[config.mk]
export PLATFORM = sky130hd
export DESIGN_NAME = dp_sequencer_flat
export DESIGN_NICKNAME = d
export VERILOG_FILES = /design/src/rtl/dp_seq_pkg.sv /design/src/rtl/dp_sequencer_if.sv /design/src/rtl/seq_fifo.sv /design/src/rtl/dp_sequencer.sv /design/src/flat_wrapper.sv
export SDC_FILE = /design/constraint.sdc
export NUM_CORES = 1
export LEC_CHECK = 0
export CAP_MARGIN = 20
export CORE_AREA = 2 2 70 72
export CTS_BUF_LIST = sky130_fd_sc_hd__clkbuf_4
export CTS_CLUSTER_SIZE = 16
export DETAILED_ROUTE_END_ITERATION = 8
export DIE_AREA = 0 0 72 74
export PLACE_DENSITY = 0.9
export SLEW_MARGIN = 20
export SYNTH_ARGS = -nofsm -noshare
export SYNTH_HDL_FRONTEND = slang
export SYNTH_SLANG_ARGS = --single-unit
export TNS_END_PERCENT = 1
[constraint.sdc]
create_clock -name clk -period 3.4 [get_ports clk]
set_clock_uncertainty 0.2 [all_clocks]
set_input_delay 0.68 -clock clk [delete_from_list [all_inputs] [get_ports clk]]
set_output_delay 0.68 -clock clk [all_outputs]
set_load 0.01 [all_outputs]
[src/rtl/dp_seq_pkg.sv]
// Shared definitions for the datapath sequencer: instruction field layout, FSM encoding
// and the decoded instruction record.
package dp_seq_pkg;

    localparam int INSTR_W = 10;

    localparam int WE_BIT = 9;
    localparam int OP_HI  = 8;
    localparam int OP_LO  = 6;
    localparam int RD_HI  = 5;
    localparam int RD_LO  = 4;
    localparam int RS1_HI = 3;
    localparam int RS1_LO = 2;
    localparam int RS2_HI = 1;
    localparam int RS2_LO = 0;

    typedef enum logic [1:0] {
        IDLE = 2'd0,
        EXEC = 2'd1,
        WB   = 2'd2
    } seq_state_e;

    typedef struct packed {
        logic       we;
        logic [2:0] aluop;
        logic [1:0] rd;
        logic [1:0] rs1;
        logic [1:0] rs2;
    } instr_t;

    function automatic instr_t unpack_instr(input logic [INSTR_W-1:0] raw);
        instr_t i;
        i.we    = raw[WE_BIT];
        i.aluop = raw[OP_HI:OP_LO];
        i.rd    = raw[RD_HI:RD_LO];
        i.rs1   = raw[RS1_HI:RS1_LO];
        i.rs2   = raw[RS2_HI:RS2_LO];
        return i;
    endfunction

endpackage

[src/rtl/dp_sequencer_if.sv]
// Instruction intake handshake plus the datapath control bus driven by the sequencer.
// master: upstream/datapath environment side; slave: the sequencer.
interface dp_sequencer_if;
    import dp_seq_pkg::*;

    logic               in_valid;
    logic               in_ready;
    logic [INSTR_W-1:0] in_instr;
    logic [2:0]         alucontrol;
    logic [1:0]         addr1;
    logic [1:0]         addr2;
    logic [1:0]         addr3;
    logic               wr;

    modport master (
        output in_valid,
        output in_instr,
        input  in_ready,
        input  alucontrol,
        input  addr1,
        input  addr2,
        input  addr3,
        input  wr
    );

    modport slave (
        input  in_valid,
        input  in_instr,
        output in_ready,
        output alucontrol,
        output addr1,
        output addr2,
        output addr3,
        output wr
    );

endinterface

[src/rtl/seq_fifo.sv]
// Synchronous FIFO with occupancy count; DEPTH must be a power of two so pointers
// wrap naturally.
module seq_fifo #(
    parameter int DEPTH = 4,
    parameter int WIDTH = 10
) (
    input  logic                     clk,
    input  logic                     rst,
    input  logic                     push,
    input  logic [WIDTH-1:0]         wdata,
    input  logic                     pop,
    output logic [WIDTH-1:0]         rdata,
    output logic [$clog2(DEPTH):0]   count,
    output logic                     full,
    output logic                     empty
);
    localparam int AW = $clog2(DEPTH);
    localparam int CW = AW + 1;

    logic [WIDTH-1:0] mem_q [DEPTH];
    logic [WIDTH-1:0] mem_d [DEPTH];
    logic [AW-1:0]    wr_ptr_q, wr_ptr_d;
    logic [AW-1:0]    rd_ptr_q, rd_ptr_d;
    logic [CW-1:0]    count_q, count_d;
    logic             do_push;
    logic             do_pop;

    assign full  = (count_q == CW'(DEPTH));
    assign empty = (count_q == '0);
    assign count = count_q;
    assign rdata = mem_q[rd_ptr_q];

    // full/empty come from the registered count, so a pop never frees a slot same-cycle
    assign do_push = push && !full;
    assign do_pop  = pop && !empty;

    always_comb begin
        mem_d    = mem_q;
        wr_ptr_d = wr_ptr_q;
        rd_ptr_d = rd_ptr_q;
        count_d  = count_q;
        if (do_push) begin
            mem_d[wr_ptr_q] = wdata;
            wr_ptr_d        = wr_ptr_q + AW'(1);
        end
        if (do_pop) begin
            rd_ptr_d = rd_ptr_q + AW'(1);
        end
        count_d = count_q + CW'(do_push) - CW'(do_pop);
    end

    always_ff @(posedge clk) begin
        if (rst) begin
            wr_ptr_q <= '0;
            rd_ptr_q <= '0;
            count_q  <= '0;
        end else begin
            wr_ptr_q <= wr_ptr_d;
            rd_ptr_q <= rd_ptr_d;
            count_q  <= count_d;
        end
    end

    always_ff @(posedge clk) begin
        mem_q <= mem_d;
    end

endmodule

[src/rtl/dp_sequencer.sv]
// Issues buffered micro-instructions to the ALU/register-file datapath as EXEC/WB pairs.
// Optional DP_SEQ_PERF_EN adds a 16-bit retired-instruction counter port.
//
//   state | meaning
//   IDLE  | nothing in flight; pops when FIFO non-empty and not halted
//   EXEC  | operands/aluop driven, wr held low so the result can settle
//   WB    | same drive, wr = we, retire pulse; may pop next for back-to-back issue
module dp_sequencer
    import dp_seq_pkg::*;
#(
    parameter int DEPTH = 4
) (
    input  logic                    clk,
    input  logic                    rst,
    dp_sequencer_if.slave           bus,
    input  logic                    halt,
    output logic                    busy,
    output logic                    retire,
`ifdef DP_SEQ_PERF_EN
    output logic [15:0]             retired_count,
`endif
    output logic [$clog2(DEPTH):0]  fifo_count
);

    if (DEPTH < 2 || (DEPTH & (DEPTH - 1)) != 0) begin : g_bad_depth
        $error("dp_sequencer: DEPTH must be a power of two and at least 2");
    end

    seq_state_e         state_q, state_d;
    instr_t             cur_q, cur_d;
    logic               pop;
    logic [INSTR_W-1:0] fifo_rdata;
    logic               fifo_full;
    logic               fifo_empty;
    logic               push;

    assign push = bus.in_valid && !fifo_full;

    seq_fifo #(
        .DEPTH (DEPTH),
        .WIDTH (INSTR_W)
    ) u_fifo (
        .clk   (clk),
        .rst   (rst),
        .push  (push),
        .wdata (bus.in_instr),
        .pop   (pop),
        .rdata (fifo_rdata),
        .count (fifo_count),
        .full  (fifo_full),
        .empty (fifo_empty)
    );

    assign bus.in_ready = !fifo_full;

    always_comb begin
        state_d = state_q;
        cur_d   = cur_q;
        pop     = 1'b0;
        case (state_q)
            IDLE: begin
                if (!fifo_empty && !halt) begin
                    pop     = 1'b1;
                    cur_d   = unpack_instr(fifo_rdata);
                    state_d = EXEC;
                end
            end
            EXEC: begin
                state_d = WB;
            end
            WB: begin
                if (!fifo_empty && !halt) begin
                    pop     = 1'b1;
                    cur_d   = unpack_instr(fifo_rdata);
                    state_d = EXEC;
                end else begin
                    state_d = IDLE;
                end
            end
            default: begin
                state_d = IDLE;
            end
        endcase
    end

    always_ff @(posedge clk) begin
        if (rst) begin
            state_q <= IDLE;
            cur_q   <= '0;
        end else begin
            state_q <= state_d;
            cur_q   <= cur_d;
        end
    end

    // Decoded purely from registered state, so wr can only rise a full cycle after operands
    always_comb begin
        bus.alucontrol = 3'd0;
        bus.addr1      = 2'd0;
        bus.addr2      = 2'd0;
        bus.addr3      = 2'd0;
        bus.wr         = 1'b0;
        busy           = (state_q != IDLE);
        retire         = (state_q == WB);
        if (state_q == EXEC || state_q == WB) begin
            bus.alucontrol = cur_q.aluop;
            bus.addr1      = cur_q.rs1;
            bus.addr2      = cur_q.rs2;
            bus.addr3      = cur_q.rd;
        end
        if (state_q == WB) begin
            bus.wr = cur_q.we;
        end
    end

`ifdef DP_SEQ_PERF_EN
    logic [15:0] retired_count_q, retired_count_d;

    always_comb begin
        retired_count_d = retired_count_q + 16'(retire);
    end

    always_ff @(posedge clk) begin
        if (rst) begin
            retired_count_q <= '0;
        end else begin
            retired_count_q <= retired_count_d;
        end
    end

    assign retired_count = retired_count_q;
`endif

endmodule

[src/flat_wrapper.sv]
// flat-port wrapper written by rule: the top's interface ports become plain ports
module dp_sequencer_flat import dp_seq_pkg::*;
#(
    parameter int DEPTH = 4
)
  (clk, rst, halt, busy, retire, fifo_count, bus_in_valid, bus_in_instr, bus_in_ready, bus_alucontrol, bus_addr1, bus_addr2, bus_addr3, bus_wr);
  dp_sequencer_if bus_i ();
  input  logic clk;
  input  logic rst;
  input  logic halt;
  output logic busy;
  output logic retire;
  output logic [$clog2(DEPTH):0] fifo_count;
  input wire logic [$bits(bus_i.in_valid)-1:0] bus_in_valid;
  input wire logic [$bits(bus_i.in_instr)-1:0] bus_in_instr;
  output wire logic [$bits(bus_i.in_ready)-1:0] bus_in_ready;
  output wire logic [$bits(bus_i.alucontrol)-1:0] bus_alucontrol;
  output wire logic [$bits(bus_i.addr1)-1:0] bus_addr1;
  output wire logic [$bits(bus_i.addr2)-1:0] bus_addr2;
  output wire logic [$bits(bus_i.addr3)-1:0] bus_addr3;
  output wire logic [$bits(bus_i.wr)-1:0] bus_wr;
  assign bus_i.in_valid = bus_in_valid;
  assign bus_i.in_instr = bus_in_instr;
  assign bus_in_ready = bus_i.in_ready;
  assign bus_alucontrol = bus_i.alucontrol;
  assign bus_addr1 = bus_i.addr1;
  assign bus_addr2 = bus_i.addr2;
  assign bus_addr3 = bus_i.addr3;
  assign bus_wr = bus_i.wr;
  dp_sequencer #(.DEPTH(DEPTH)) u_core (.clk(clk), .rst(rst), .bus(bus_i), .halt(halt), .busy(busy), .retire(retire), .fifo_count(fifo_count));
endmodule
---- Word-level counts from Yosys, hierarchy flattened ----
Index checks and enable logic that the tools add are counted.
storage, ports and cells
  input port bits ......................... 14
  ROM bits ................................ 0
  register bits after elaboration ......... 59
  RAM bits ................................ 0
  logic and storage cells ................. 56
  latch bits .............................. 0
  output and inout port bits .............. 16
  memories ................................ 0
operators by class
  div/mod/pow operators ................... 0
  mux-type cells .......................... 16
  order comparisons ....................... 3
  reductions and logical operators ........ 14
  multiply operators ...................... 0
  add/subtract/negate cells ............... 4
  shifts and indexed selects .............. 0
  equality and inequality tests ........... 4
  bitwise gates (word level) .............. 2
operator list
  cell                                                                      count
  40-bit bitwise mux                                                        1
  10-bit two-way mux                                                        3
  10-bit binary-select mux with 2-bit select                                1
  10-bit demux with 2-bit select                                            1
  2-bit two-way mux                                                         4
  3-bit greater-or-equal comparator (second input constant)                 2
  2-bit NOT with 3-bit output                                               2
  2-bit case mux with 3 select lines                                        1
  1-bit logical AND                                                         5
  2-bit by 1-bit adder with 2-bit output (second input constant)            2
  1-bit two-way mux                                                         4
  3-bit by 1-bit adder with 3-bit output                                    1
  3-bit equality test (second input constant)                               1
  1-bit logical NOT                                                         3
  3-bit logical NOT                                                         1
  3-bit by 1-bit < comparator with 1-bit output (second input constant)     1
  3-bit two-way mux                                                         1
  3-bit by 1-bit subtractor with 3-bit output                               1
  2-bit by 1-bit equality test with 1-bit output (second input constant)    1
  2-bit equality test (second input constant)                               1
  2-bit logical NOT                                                         1
  2-bit by 1-bit inequality test with 1-bit output (second input constant)  1
  2-bit AND reduction                                                       1
  2-bit nonzero test                                                        1
  2 further kinds                                                           2

---- Logic depth before layout (Yosys ltp) ----
Gate-level depths: netlist of the first run.
  depth in word-level cells ............... 7
  depth in mapped cells ................... 11
  gate-level depth less buffers ........... 11

---- Cells and area by module ----
A second synthesis of the first run with hierarchy kept.
second synthesis, totals
  cells, all modules ...................... 178
  area, all modules ....................... 2547.4 µm²
modules (own cells, without submodules)
  module        area each (µm²)  seq. area each (µm²)  instances  cells an instance
  seq_fifo      1903.1           1341.3                1          99
  dp_sequencer  644.4            240.2                 1          79

---- Worst setup path before layout of the first run ----
No wires, ideal clock.
  path type ............................... register to register
  start point ............................. reg u_core.state_q[0]
  end point ............................... reg u_core.u_fifo.count_q[2], in the netlist u_core.u_fifo.count[2]
  path buffers ............................ 0
  data arrival time ....................... 2.161 ns
  slack ................................... 0.911 ns
  setup time .............................. 0.128 ns
  required time ........................... 3.072 ns
  stages on the path, launching flop included .. 12
  clock period less this slack ............ 2.489 ns
  path through ............................ dfxtp_1 > inv_1 > ha_1 > o21bai_1 > nor2_1 > ha_1 > inv_1 > ha_1 > fa_1 > xnor2_1 > xnor2_1 > nor2_1
on the way
  word-level cells in the longest chain between the ends .. 5
  elaborated cells on any way between the ends .. 6
  those cells by class .................... add/sub: 1; eq/ne: 1; mux: 1; reduce/logical: 3
ends and longest elaborated chain
  element                                      RTL line            text
  start, declared                              dp_sequencer.sv:29  seq_state_e state_q, state_d;
  start signal, assigned                       dp_sequencer.sv:91  state_q <= state_d;
  2-bit equality test                          -
  named net retire                             flat_wrapper.sv:12  output logic retire;
  2-bit OR reduction (no line)                 -
  1-bit two-way mux                            -
  1-bit logical AND                            seq_fifo.sv:35      assign do_pop = pop && !empty;
  named net u_core.u_fifo.do_pop               seq_fifo.sv:26      logic do_pop;
  3-bit by 1-bit subtractor with 3-bit output  seq_fifo.sv:49      count_d = count_q + CW'(do_push) - CW'(do_pop);
  end signal, assigned                         seq_fifo.sv:60      count_q <= count_d;
  end, declared                                seq_fifo.sv:24      logic [CW-1:0] count_q, count_d;
The timed path passes the listed nets, and every way through them passes these cells.
A chain may end at the register's enable or synchronous reset.

---- Final worst setup path of the first run ----
  start point ............................. reg u_core.state_q[0]
  end point ............................... out bus_addr2[1]
on the way
  word-level cells in the longest chain between the ends .. 3
  elaborated cells on any way between the ends .. 4
  those cells by class .................... eq/ne: 2; mux: 1; reduce/logical: 1
ends and longest elaborated chain
  element                                                                                       RTL line             text
  2-bit by 1-bit equality test with 1-bit output / 2-bit equality test (equally long branches)  dp_sequencer.sv:105  if (state_q == EXEC || state_q == WB) begin
  1-bit logical OR (*)                                                                          dp_sequencer.sv:105
  2-bit two-way mux (*)                                                                         dp_sequencer.sv:105
  end, declared                                                                                 flat_wrapper.sv:19   output wire logic [$bits(bus_i.addr2)-1:0] bus_addr2;
Mark *: on every way between the ends. The rest lies on a longest branch, timed or not.

==> impl_metrics.toml, run 1 <==
[global_route]
grt_pass1_wl_um = 7100
antenna_found_initial = 0
grt_pass1_vias = 1536
grt_max_degree = 15
grt.total_usage_pct = 18.43
grt_overflow = 0

[cts]
cts_tree = "done"
clk_latency_ns = 0.39
cts_resized = 0
clk_pin_slew_ns = 0.10
cts_buffers = 9
cts_sinks = 59
cts_hold_buf = 0
cts_buffer_depth = 2
post_cts_buffers = 0
root_buffer = "clkbuf_4"
htreeDepth = 3

[critical_path]
path_class = "reg2out"
worst_ep_arrival_time_ns = 2.06
rrSetupSlack_ns = 0.81
critPathMaxFanout = 9
cp-end-kind = "primary output"
start_kind = "flop"
cp_data_required_time_ns = 2.52

[timing]
setup_viol = 0
tightest_slew_ns = 0.8040
min_period_ns = 2.939
hold_viol = 0
fin_setup_tns_ns = 0
drv_slew = 0
max_freq_ghz = 0.3403
slew_headroom_pct = 46.33
rsz0062_at_grt = "no"
post-route-period-util_pct = 86.44

[detailed_routing]
avgRoutedWirePerCell_um = 15.99
drc = 0
first_pass_iters = 4
routed_wl_um = 4253
routed_via_density = 5.568
ant_nets = 0
vias = 1481
drt_iter0_markers = 118

[synth]
avgSynthCellArea_um2 = 14.20
yosys.area.top_type = "edfxtp_1"
ys.flop_type = "edfxtp_1"
synth_edf_count = 40
synth.distinct_cells = 32
synthesis.area_um2 = 2485
postSynthCellCount = 175
ys_ff_latch = 59
yosysTopAreaCellShare_pct = 48.34
async_reset_ff_share_pct = 0
netlist_top_cells_area = "edfxtp_1, dfxtp_1, mux4_2"
syn_nets = 200
ys.warnings.count = 0
ys_seq_area_share_pct = 63.65

[layout]
nFillCells = 350
drive_gt1_share_pct = 14.15
area_growth_syn_to_layout_pct = 16.77
final_cell_mix = "edfxtp_1, clkdlybuf4s50_1, dfxtp_1"
multiInputGateArea_um2 = 799.5
regArea_um2 = 1582
fin_nets = 232
final_common_cell = "edfxtp_1"
antenna_cells = 0

[status]
status = "completed"

[floorplanning]
row_count = 25
die_y_um = 74
dieArea_um2 = 5328
num_io_pins = 30
initial_core_util_pct = 54.04
coreArea_um2 = 4598
die_width_um = 72

[pwr]
power_uw = 1924
p_per_area_nw_per_um2 = 663.1
vdd_drop_max_v = 0.0002643
p_leak_uw = 0.001017

[hold_path]
hp-class = "reg2reg"

[flow_run]
cap_viol_max_count = 0

[placed_design]
io_buffers = 29
dp_hpwl_um = 2885
gp_congestion = 0.7885
## path summary, 6_finish.rpt
check,depth (start not counted),start,endpoint
worst min register to register,2,u_core.cur_q[5],u_core.cur_q[5]
worst min-delay path,2,u_core.cur_q[5],u_core.cur_q[5]
worst max-delay path,4,u_core.state_q[0],bus_addr2[1]
worst max register to register,11,u_core.state_q[0],u_core.u_fifo.count[2]
## synth_stat cells, drive strengths merged, types with 2 or more instances
master,n
buf,5
nor2b,2
nand2,3
and3,4
mux4,10
clkbuf,6
ha,10
nor2,4
dfxtp,19
inv,10
a21o,2
and2,10
nand3,12
or3,2
a21oi,13
xnor2,2
edfxtp,40
o21ai,11
## cell type report
class	count	area share [%]
clock buffer	9	2.329
clock inverter	7	1.207
inverter	10	1.294
multi-input combinational	95	27.56
sequential	59	54.51
tap	54	2.329
timing repair buffer	32	10.78
## metal layers
layer	vias to the layer above	wire length (µm)	GRT usage [%]
li1	709	-	-
met2	55	2130	31.28
met3	10	253	3.388
met1	707	1734	21.45
met4	0	135	12.79
met5	-	0	0
## state kept, by name (all words and copies together), names as in the netlist
register and flops:
u_core.u_fifo.count 3, u_core.state_q 2, u_core.u_fifo.wr_ptr_q 2, u_core.cur_q 10, u_core.u_fifo.rd_ptr_q 2, u_core.u_fifo.mem_q 40
## logic make-up after synthesis
| logic type | synth area share, % |
|---|---|
| flops | 63.65 |
| fa+ha+maj | 5.841 |
| xor+xnor | 0.7051 |
| mux | 9.466 |
| compound gates | 7.553 |
| buf+inv | 4.179 |
| simple gates | 8.610 |
## where the power goes
| part | internal (µW) | total [µW] | switching [µW] |
|---|---|---|---|
| clock network | 140 | 377 | 237 |
| registers | 873 | 958 | 85.6 |
| logic | 292 | 589 | 297 |
## metrics by stage
step	hold slack [ns]	cell area, µm²	instances	util, %	worst slack [ns]
global route	0.3051	2902	266	63.10	0.3834
floorplan	0.2491	2485	175	-	0.9113
global placement	0.2588	2799	250	60.87	0.4844
CTS	0.2824	2902	266	63.10	0.4566
detailed placement	0.2672	2799	250	60.87	0.4507
finish	0.2808	2902	266	63.10	0.4612
## critical path: stages, from the launching register on
cell	delay (ns)
dfxtp_1	0.42
inv_1	0.09
ha_1	0.43
and2_1	0.19
clkdlybuf4s50_1	0.54
(Power assumes the default switching activity.)
==> run 2: changes to the inputs <==
--- a/constraint.sdc
+++ b/constraint.sdc
@@ -4,2 +4,2 @@
 set_output_delay 0.68 -clock clk [all_outputs]
-set_load 0.01 [all_outputs]
+set_load 0.02 [all_outputs]
==> impl_metrics.toml, run 2 (same netlist as run 1, synthesis figures left out) <==
[cts]
htreeDepth = 3
clk_pin_slew_ns = 0.10
cts_tree = "done"
post_cts_buffers = 0
cts_buffers = 9
clk_latency_ns = 0.39
cts_buffer_depth = 2
cts_resized = 0
cts_hold_buf = 0
cts_sinks = 59
root_buffer = "clkbuf_4"

[critical_path]
crit_chain = "inv_1 > ha_1 > and2_1 > clkdlybuf4s50_1"
rr_startpoint = "u_core.state_q[0]"
slowest_stage = "clkdlybuf4s50_1"
cp-end-kind = "primary output"
worst_ep_arrival_time_ns = 2.12
path_class = "reg2out"
cp_data_required_time_ns = 2.52
cp-startpoint = "u_core.state_q[0]"
critPathMaxFanout = 9
start_kind = "flop"
slowest_delay_ns = 0.60

[detailed_routing]
ant_nets = 0
routed_via_density = 5.647
avgRoutedWirePerCell_um = 16.26
routed_wl_um = 4326
drt_iter0_markers = 147
first_pass_iters = 4
drc = 0
vias = 1502

[global_route]
grt_pass1_vias = 1547
grt_pass1_wl_um = 7189
grt_max_degree = 15
antenna_found_initial = 0
grt.total_usage_pct = 19.06
grt_overflow = 0

[timing]
slew_headroom_pct = 47.40
post-route-period-util_pct = 88.14
drv_slew = 0
hold_viol = 0
rsz0062_at_grt = "no"
tightest_slew_ns = 0.7879
setup_viol = 0
min_period_ns = 2.997
max_freq_ghz = 0.3337
hold_slack_ns = 0.2820
fin_setup_tns_ns = 0

[pwr]
power_uw = 2122
vdd_drop_max_v = 0.0003667
p_leak_uw = 0.001046
p_per_area_nw_per_um2 = 718.3

[flow_run]
cap_viol_max_count = 0

[hold_path]
hold_start = "u_core.cur_q[5]"
hp-class = "reg2reg"

[status]
status = "completed"

[floorplanning]
die_width_um = 72
coreArea_um2 = 4598
initial_core_util_pct = 54.04
die_y_um = 74
dieArea_um2 = 5328
num_io_pins = 30
row_count = 25

[layout]
final_cell_mix = "edfxtp_1, clkdlybuf4s50_1, dfxtp_1"
final_area_um2 = 2954
area_growth_syn_to_layout_pct = 18.88
final_common_cell = "edfxtp_1"
antenna_cells = 0
fin_nets = 232
largest_reg_flops = 40
largest-register = "u_core.u_fifo.mem_q"
drive_gt1_share_pct = 15.09

[placed_design]
gp_congestion = 0.7896
dp_hpwl_um = 2901
dpl-instance-area_um2 = 2799
io_buffers = 29
## run 2: cell count changes in the layout (fill, tap and decap cells not counted)
cell,previous run,this run
bufinv_16,0,2
clkbuf_4,9,10
clkinv_1,2,0
clkinvlp_4,1,0
## run 2: path summary, 6_finish.rpt
| check | to | slack [ns] | cells past startpoint |
|---|---|---|---|
| worst max-delay path | bus_addr2[1] | 0.40 | 4 |
| worst min-delay path | u_core.cur_q[5] | 0.28 | 2 |
| worst min register to register | u_core.cur_q[5] | 0.28 | 2 |
| worst max register to register | u_core.u_fifo.count[2] | 0.82 | 11 |
## run 2: worst max-delay path: cells and delay by family (launching register included)
kind / cells / cell delay [ns]
adder cells (fa/ha/maj): 1 / 0.43
flip-flops: 1 / 0.42
buffers and inverters: 2 / 0.69
AND/OR/NAND/NOR: 1 / 0.18
## run 2: final cells by class
| cell class | instances | area [µm²] |
|---|---|---|
| timing repair buffer | 32 | 312.8 |
| clock inverter | 6 | 80.08 |
| tap | 54 | 67.56 |
| sequential | 59 | 1582 |
| clock buffer | 10 | 75.07 |
| fill | 348 | 1644 |
| inverter | 10 | 37.54 |
| multi-input combinational | 95 | 799.5 |
## run 2: power by group
group / total (µW) / internal (µW) / leakage (µW) / switching [µW]
combinational: 619 / 292 / 0.000434 / 327
sequential: 958 / 873 / 0.000522 / 85.0
clock: 545 / 302 / 0.0000899 / 244
## run 2: per-layer routing
layer	GRT usage (%)	routed length, µm	part of all wire (%)
met1	22.79	1788	41
met2	31.38	2189	51
met3	4.065	241	5.6
met4	13.00	106	2.5
met5	0	0	0
## run 2: per-stage QoR
stage | utilization (%) | std cells | setup slack (ns)
6_report | 64.24 | 266 | 0.4033
5_1_grt | 64.24 | 266 | 0.2749
4_1_cts | 64.24 | 266 | 0.3853
3_5_place_dp | 60.87 | 250 | 0.4348
3_3_place_gp | 60.87 | 250 | 0.4847
2_1_floorplan | - | 175 | 0.8536
